`src/rtl/uart_rx_core.sv`:
```
// uart_rx_core: 16x oversampling UART receiver feeding a small byte FIFO,
// with sticky frame, parity and overrun flags.
module uart_rx_core #(
    parameter int FIFO_DEPTH  = 4,
    parameter int SYNC_STAGES = 2
) (
    input  logic                          clk_i,
    input  logic                          rst_i,
    input  logic [31:0]                   baud_inc_i,
    input  logic                          rx_en_i,
    input  logic                          parity_en_i,
    input  logic                          parity_odd_i,
    input  logic                          uart_rx,
    output logic [7:0]                    rx_data_o,
    output logic                          rx_valid_o,
    input  logic                          rx_ready_i,
    input  logic                          flag_clr_i,
    output logic                          frame_err_o,
    output logic                          parity_err_o,
    output logic                          overrun_o,
    output logic                          rx_busy_o,
    output logic [$clog2(FIFO_DEPTH):0]   fifo_count_o
);
    localparam int AW = $clog2(FIFO_DEPTH);
    localparam logic [AW:0] FULL = (AW+1)'(FIFO_DEPTH);

    typedef enum logic [2:0] {
        IDLE, START, DATA, PARITY, STOP
    } state_t;

    state_t state;
    logic [SYNC_STAGES-1:0] sync;
    logic rxs, rxs_q, fall;
    logic [31:0] acc;
    logic [32:0] acc_sum;
    logic tick, mid, last, maj;
    logic [3:0] cnt;
    logic s7, s8;
    logic [2:0] bidx;
    logic [7:0] shreg;
    logic par_pend;
    logic push, pop, full, wr_ok;
    logic [7:0] mem [FIFO_DEPTH];
    logic [AW-1:0] wr_ptr, rd_ptr;
    logic [AW:0] count;

    assign rxs     = sync[SYNC_STAGES-1];
    assign fall    = rxs_q & ~rxs;
    assign acc_sum = {1'b0, acc} + {1'b0, baud_inc_i};
    assign tick    = rx_en_i & acc_sum[32];
    assign mid     = tick && (cnt == 4'd9);
    assign last    = tick && (cnt == 4'd15);
    // Tick 9 sample is still live; ticks 7 and 8 were captured earlier.
    assign maj     = (s7 & s8) | (s7 & rxs) | (s8 & rxs);

    always_ff @(posedge clk_i or negedge rst_i) begin
        if (!rst_i) begin
            sync  <= '1;
            rxs_q <= 1'b1;
        end else begin
            sync  <= {sync[SYNC_STAGES-2:0], uart_rx};
            rxs_q <= rxs;
        end
    end

    always_ff @(posedge clk_i or negedge rst_i) begin
        if (!rst_i) begin
            state     <= IDLE;
            acc       <= '0;
            cnt       <= '0;
            s7        <= 1'b1;
            s8        <= 1'b1;
            bidx      <= '0;
            shreg     <= '0;
            par_pend  <= 1'b0;
            rx_busy_o <= 1'b0;
        end else if (!rx_en_i) begin
            state     <= IDLE;
            acc       <= '0;
            rx_busy_o <= 1'b0;
        end else begin
            acc <= acc_sum[31:0];
            if (tick) cnt <= cnt + 4'd1;
            if (tick && cnt == 4'd7) s7 <= rxs;
            if (tick && cnt == 4'd8) s8 <= rxs;
            unique case (state)
                IDLE: begin
                    acc <= '0;
                    if (fall) begin
                        state     <= START;
                        cnt       <= '0;
                        bidx      <= '0;
                        par_pend  <= 1'b0;
                        rx_busy_o <= 1'b1;
                    end
                end
                START: begin
                    if (mid && maj) begin
                        state     <= IDLE;
                        rx_busy_o <= 1'b0;
                    end else if (last) begin
                        state <= DATA;
                    end
                end
                DATA: begin
                    if (mid) shreg <= {maj, shreg[7:1]};
                    if (last) begin
                        bidx <= bidx + 3'd1;
                        if (bidx == 3'd7)
                            state <= parity_en_i ? PARITY : STOP;
                    end
                end
                PARITY: begin
                    if (mid)
                        par_pend <= maj != (parity_odd_i ? ~^shreg : ^shreg);
                    if (last) state <= STOP;
                end
                STOP: begin
                    if (mid) begin
                        state     <= IDLE;
                        rx_busy_o <= 1'b0;
                    end
                end
                default: state <= IDLE;
            endcase
        end
    end

    assign push  = (state == STOP) && mid;
    assign pop   = rx_valid_o & rx_ready_i;
    assign full  = (count == FULL);
    // A pop in the same cycle frees the slot, so a full FIFO still accepts.
    assign wr_ok = push & (~full | pop);

    always_ff @(posedge clk_i or negedge rst_i) begin
        if (!rst_i) begin
            for (int i = 0; i < FIFO_DEPTH; i++) mem[i] <= '0;
            wr_ptr       <= '0;
            rd_ptr       <= '0;
            count        <= '0;
            frame_err_o  <= 1'b0;
            parity_err_o <= 1'b0;
            overrun_o    <= 1'b0;
        end else begin
            if (wr_ok) begin
                mem[wr_ptr] <= shreg;
                wr_ptr      <= wr_ptr + AW'(1);
            end
            if (pop) rd_ptr <= rd_ptr + AW'(1);
            if (wr_ok && !pop) count <= count + (AW+1)'(1);
            else if (pop && !wr_ok) count <= count - (AW+1)'(1);
            frame_err_o  <= (frame_err_o & ~flag_clr_i) | (push & ~maj);
            parity_err_o <= (parity_err_o & ~flag_clr_i) | (push & par_pend);
            overrun_o    <= (overrun_o & ~flag_clr_i) | (push & full & ~pop);
        end
    end

    assign rx_valid_o   = (count != '0);
    assign rx_data_o    = mem[rd_ptr];
    assign fifo_count_o = count;

endmodule
```
`config.mk`:
```
export PLATFORM = sky130hd
export DESIGN_NAME = uart_rx_core
export DESIGN_NICKNAME = d
export VERILOG_FILES = /design/src/rtl/uart_rx_core.sv
export SDC_FILE = /design/constraint.sdc
export NUM_CORES = 1
export LEC_CHECK = 0
export CORE_ASPECT_RATIO = 1.4
export CORE_MARGIN = 2
export CORE_UTILIZATION = 40
export DETAILED_ROUTE_END_ITERATION = 10
export GPL_TIMING_DRIVEN = 0
export MAX_ROUTING_LAYER = met4
export SYNTH_ARGS = -nofsm -noshare
export SYNTH_HDL_FRONTEND = slang
export SYNTH_SLANG_ARGS = --single-unit
```
`constraint.sdc`:
```
create_clock -name clk_i -period 4.2 [get_ports clk_i]
set_clock_uncertainty 0.1 [all_clocks]
set_input_delay 0.84 -clock clk_i [delete_from_list [all_inputs] [get_ports clk_i]]
set_output_delay 0.84 -clock clk_i [all_outputs]
set_load 0.1 [all_outputs]
```
==> Word-level counts from Yosys, hierarchy flattened <==
Index checks and enable logic that the tools add are counted.
{ "word_totals": {"input_bits": 40, "wordCells": 140, "reg_bits": 99} }
{ "op_classes": {"n_reduce_logical": 25, "addsub": 7, "magnitude_cmp": 3, "n_eq_ne": 22, "bitwise": 27, "n_mux": 35} }
{ "op_table": {"columns": ["op", "n"], "rows": [
  ["two-way mux 32 bit", 2],
  ["two-way mux 3 bit", 13],
  ["adder 32 x 32 -> 33 bit", 1],
  ["bitwise mux 32 bit", 1],
  ["two-way mux 8 bit", 3],
  ["inequality test 3 bit, second input constant", 6],
  ["binary-select mux 8 bit (select 2 bit)", 1],
  ["demux 8 bit (select 2 bit)", 1],
  ["case mux 3 bit (5 select lines)", 1],
  ["bitwise AND 1 bit", 14],
  ["== test 4 bit, second input constant", 3],
  ["two-way mux 4 bit", 3],
  ["AND reduction 4 bit", 3],
  ["== test 3 bit, second input constant", 3],
  ["logical AND 1 bit", 9],
  ["XNOR reduction 8 bit", 1],
  ["parity 8 bit", 1],
  ["two-way mux 1 bit", 7],
  ["adder 3 x 1 -> 3 bit, second input constant", 2],
  ["== test 3 x 2 -> 1 bit, second input constant", 2],
  ["greater-or-equal comparator 3 bit, second input constant", 2],
  ["inequality test 2 bit, second input constant", 3],
  ["NOT 2 -> 3 bit", 2],
  ["bitwise OR 1 bit", 6],
  ["other kinds (20)", 29]
]} }

==> Longest topological paths before layout <==
{ "depth": {"ltp_word": 9, "ltp_mapped": 15, "depth_no_buf": 15} }

==> Least setup slack after synthesis <==
Ideal clock, no wire load.
{ "synth_timing": {"kind": "input to register", "start": "input baud_inc_i[0]", "end": "register count[2], in the netlist fifo_count_o[2]", "path_buffers": 0, "t_arrival_ns": 3.742, "path_stages": 15, "required_ns": 3.938, "setup_slack_ns": 0.196, "setup_ns": 0.162, "path_cell_list": "ha_1 > inv_1 > fa_1 > nand2b_1 > a211oi_1 > o21ai_0 > a21oi_2 > o31ai_2 > nor4_4 > ha_1 > inv_1 > fa_1 > xor2_1 > nor2_1 > xor2_1"} }
{ "synth_between": {"elab_chain_len": 8, "word_cells_on_any_way": 10, "cone_classes": "1 x add/sub; 1 x mux; 2 x bitwise; 6 x reduce/logical"} }
{ "synth_lines": {"columns": ["element", "line_no", "source"], "rows": [
  ["start, declared", "9", "input logic [31:0] baud_inc_i,"],
  ["adder 32 x 32 -> 33 bit (*)", "49", "assign acc_sum = {1'b0, acc} + {1'b0, baud_inc_i};"],
  ["bitwise AND 1 bit (*)", "50", "assign tick = rx_en_i & acc_sum[32];"],
  ["logical AND 1 bit (*)", "51", "assign mid = tick && (cnt == 4'd9);"],
  ["logical AND 1 bit (*)", "129", "assign push = (state == STOP) && mid;"],
  ["bitwise AND 1 bit (*)", "133", "assign wr_ok = push & (~full | pop);"],
  ["named net wr_ok", "42", "logic push, pop, full, wr_ok;"],
  ["logical NOT 1 bit", "151", "else if (pop && !wr_ok) count <= count - (AW+1)'(1);"],
  ["logical AND 1 bit", "151", null],
  ["nonzero test 2 bit (no source line)", null, null],
  ["end signal, assigned", "150", "if (wr_ok && !pop) count <= count + (AW+1)'(1);"],
  ["end signal, assigned", "151", null],
  ["end, declared", "45", "logic [AW:0] count;"]
]} }
The timed path passes the listed nets; every way through them passes the cells marked *.
A chain may end at the register's enable or synchronous reset.

==> Worst setup path in the final report <==
Same ends and word-level chain as after synthesis.

==> impl_metrics.env <==
export IMPL_cts_root_buffer="clkbuf_16"
export IMPL_slew_viol_final=0
export IMPL_grt_pass1_vias=4527
export IMPL_yosysTopAreaCellShare_pct=40.03
export IMPL_crit_fanout=4
export IMPL_htree_levels=3
export IMPL_track_usage_pct=17.74
export IMPL_maxCapViolCount=0
export IMPL_arrival_ps=4190
export IMPL_hold_end="sync[1]$_DFF_PN1_"
export IMPL_final_net_count=710
export IMPL_fmax_ghz=0.2496
export IMPL_hpwl_um=9457
export IMPL_syn2layout_area_growth_pct=22.61
export IMPL_synth_flop_cell="dfrtp_1"
export IMPL_most_common_layout_cells="94 x dfrtp_1, 52 x clkdlybuf4s50_1, 43 x nor2_1"
export IMPL_coreArea_mm2=0.01444
export IMPL_p_per_area_mw_per_mm2=300.9
export IMPL_ios=56
export IMPL_die_w_um=106.4
export IMPL_synth_seq_cells=99
export IMPL_r2r_start="acc[23]$_DFF_PN0_"
export IMPL_worstHoldStart="sync[0]$_DFF_PN1_"
export IMPL_cts_tree="yes"
export IMPL_max_slew_margin_pct=34.54
export IMPL_finalHoldViolations=0
export IMPL_numCtsBuffers=9
export IMPL_grt_setup_unrepaired="no"
export IMPL_dp_cells=799
export IMPL_design_die_area_mm2=0.01569
export IMPL_synth_top_cell_by_area="dfrtp_1"
export IMPL_dr_pass1_iters=4
export IMPL_synth_edf_count=0
export IMPL_grt_pass1_wl_um=21560
export IMPL_power_leakage_nw=3.260
export IMPL_period_needed_ps=4007
export IMPL_fin_cells=820
export IMPL_ff2ff_path_depth=13
export IMPL_grt_overflow_total=0
export IMPL_ant_nets=0
export IMPL_drt_iter0_markers=168
export IMPL_drc=0
export IMPL_final_area_mm2=0.007206
export IMPL_ir_drop_v=0.0001868
export IMPL_layout_commonest_cell="dfrtp_1"
export IMPL_rows=52
export IMPL_yosys_warnings=0
export IMPL_avgViaCountPerCell=5.370
export IMPL_grt_max_degree=54
export IMPL_post_synth_num_cell_types=58
export IMPL_cts_hold_buf=0
export IMPL_clock_sinks=99
export IMPL_vias=4403
export IMPL_syn_inst=555
export IMPL_fp_dieH_um=147.4
export IMPL_ctsLongestPathBuffers=2
export IMPL_place_area_mm2=0.006679
export IMPL_syn_area_mm2=0.005877
export IMPL_reg2reg_to="fifo_count_o[2]$_DFFE_PN0P_"
export IMPL_start_util_pct=40.69
export IMPL_r2r_slack_ps=750
export IMPL_portBuffers=54
export IMPL_wl_per_cell_um=15.59
export IMPL_critical_path_class="input port to flip-flop"
export IMPL_whs_path_depth=0
export IMPL_drive_gt1_share_pct=12.52
export IMPL_syn_nets=639
export IMPL_antenna_cells=0
export IMPL_post_route_period_util_pct=95.40
export IMPL_cp_start_kind="input port"
export IMPL_min_path_type="flip-flop to flip-flop"
export IMPL_antenna_found_initial=0
export IMPL_required_ps=4380
export IMPL_async_reset_ff_share_pct=100.0
export IMPL_ys_seq_area_share_pct=42.26
export IMPL_routed_wl_um=12790
export IMPL_tightestPinTransition_ps=969.3
export IMPL_gp_congestion=0.8565
export IMPL_status="finished clean"
export IMPL_syn_area_per_cell_um2=10.59
export IMPL_clk_pin_slew_ps=70
export IMPL_clk_latency_ps=350
export IMPL_endpoint_kind="flip-flop"
export IMPL_yosys_top_cells_area="dfrtp_1 40%, ha_1 8.9%, mux2_1 6.1%"
export IMPL_setup_viol=0
[flip-flops by register name, indices dropped and copies added (netlist names)]
| register | cells |
|---|---|
| acc | 32 |
| bidx | 3 |
| cnt | 4 |
| fifo_count_o | 3 |
| frame_err_o | 1 |
| mem | 32 |
| overrun_o | 1 |
| par_pend | 1 |
| parity_err_o | 1 |
| rd_ptr | 2 |
| rx_busy_o | 1 |
| rxs_q | 1 |
| s7 | 1 |
| s8 | 1 |
| shreg | 8 |
| state | 3 |
| sync | 2 |
| wr_ptr | 2 |
[kinds of logic (layout without fill, tap and decap cells)]
group,after synthesis,in the layout,share of synthesized area [%]
simple gates,167,167,14.82
compound gates,117,117,13.14
flops,99,99,42.26
mux,56,56,12.18
fa+ha+maj,45,45,9.793
buf+inv,37,113,2.746
xor+xnor,34,34,5.067
[through the flow]
step	hold slack, ps	utilization [%]	total power, mW	TNS, ps	worst slack (ps)
finish	257.9	49.89	2.169	0	193.0
CTS	261.8	48.40	2.170	0	51.02
global placement	247.1	46.07	1.313	-171130	-1569
global route	270.4	49.89	2.283	0	18.28
floorplan	245.2	-	1.209	0	195.7
detailed placement	246.8	46.24	1.323	-22450	-901.7
[worst max-delay path by stage]
| stage | start | depth (start not counted) | to |
|---|---|---|---|
| after floorplan | baud_inc_i[0] | 15 | fifo_count_o[2]$_DFFE_PN0P_ |
| after global placement | rst_i | 1 | acc[12]$_DFF_PN0_ |
| after detailed placement | baud_inc_i[0] | 16 | fifo_count_o[2]$_DFFE_PN0P_ |
| after CTS | baud_inc_i[0] | 16 | fifo_count_o[2]$_DFFE_PN0P_ |
| after global routing | baud_inc_i[0] | 16 | fifo_count_o[2]$_DFFE_PN0P_ |
| final | baud_inc_i[0] | 16 | fifo_count_o[2]$_DFFE_PN0P_ |
[cells in the mapped netlist (11+ instances only)]
| cell | count |
|---|---|
| inv_1 | 19 |
| nor3_1 | 17 |
| dfrtp_1 | 94 |
| ha_1 | 42 |
| xor2_1 | 13 |
| o21ai_0 | 28 |
| xnor2_1 | 21 |
| nand2_1 | 30 |
| nand2b_1 | 11 |
| a21oi_1 | 26 |
| nor2_1 | 43 |
| mux2_2 | 12 |
| clkbuf_1 | 13 |
| mux2_1 | 32 |
[where the power goes]
group          total, mW  switching [mW]  internal [mW]  leakage [nW]
logic              0.342           0.192          0.150          1.76
registers          0.988          0.0126          0.975          1.35
clock network      0.839           0.416          0.423         0.148
total               2.17           0.620           1.55          3.26
[repair_timing]
item	CTS	global route
buffers inserted	1	5
resized for setup	2	27
gates cloned	0	0
pin swaps	1	12
endpoints found under the setup margin	42	10
[cell type report]
cell class | count | area, um2
sequential | 99 | 2484
timing repair buffer | 61 | 613.1
fill | 1351 | 7238
multi-input combinational | 419 | 3416
clock buffer | 9 | 225.2
tap | 189 | 236.5
clock inverter | 7 | 73.82
buffer | 17 | 86.33
inverter | 19 | 71.32
[worst max-delay path: stages]
cell and delay (ps):
clkdlybuf4s50_1 460, ha_2 180, inv_1 60, fa_2 340, nand2b_4 170, a211oi_4 320
o21ai_4 110, a21oi_4 200, o31ai_4 100, nor4_4 360, ha_2 230, inv_1 50
fa_2 330, xor2_1 160, nor2_1 130, xor2_1 150
[layer usage]
metal / wire (um) / global-route usage, % / part of all wire, %
met4: 176 / 4.675 / 1.4
met1: 5402 / 20.64 / 42
met5: 0 / - / 0
met3: 461 / 3.527 / 3.6
met2: 6747 / 31.25 / 53
No activity file was read; power rests on OpenSTA's default activity.
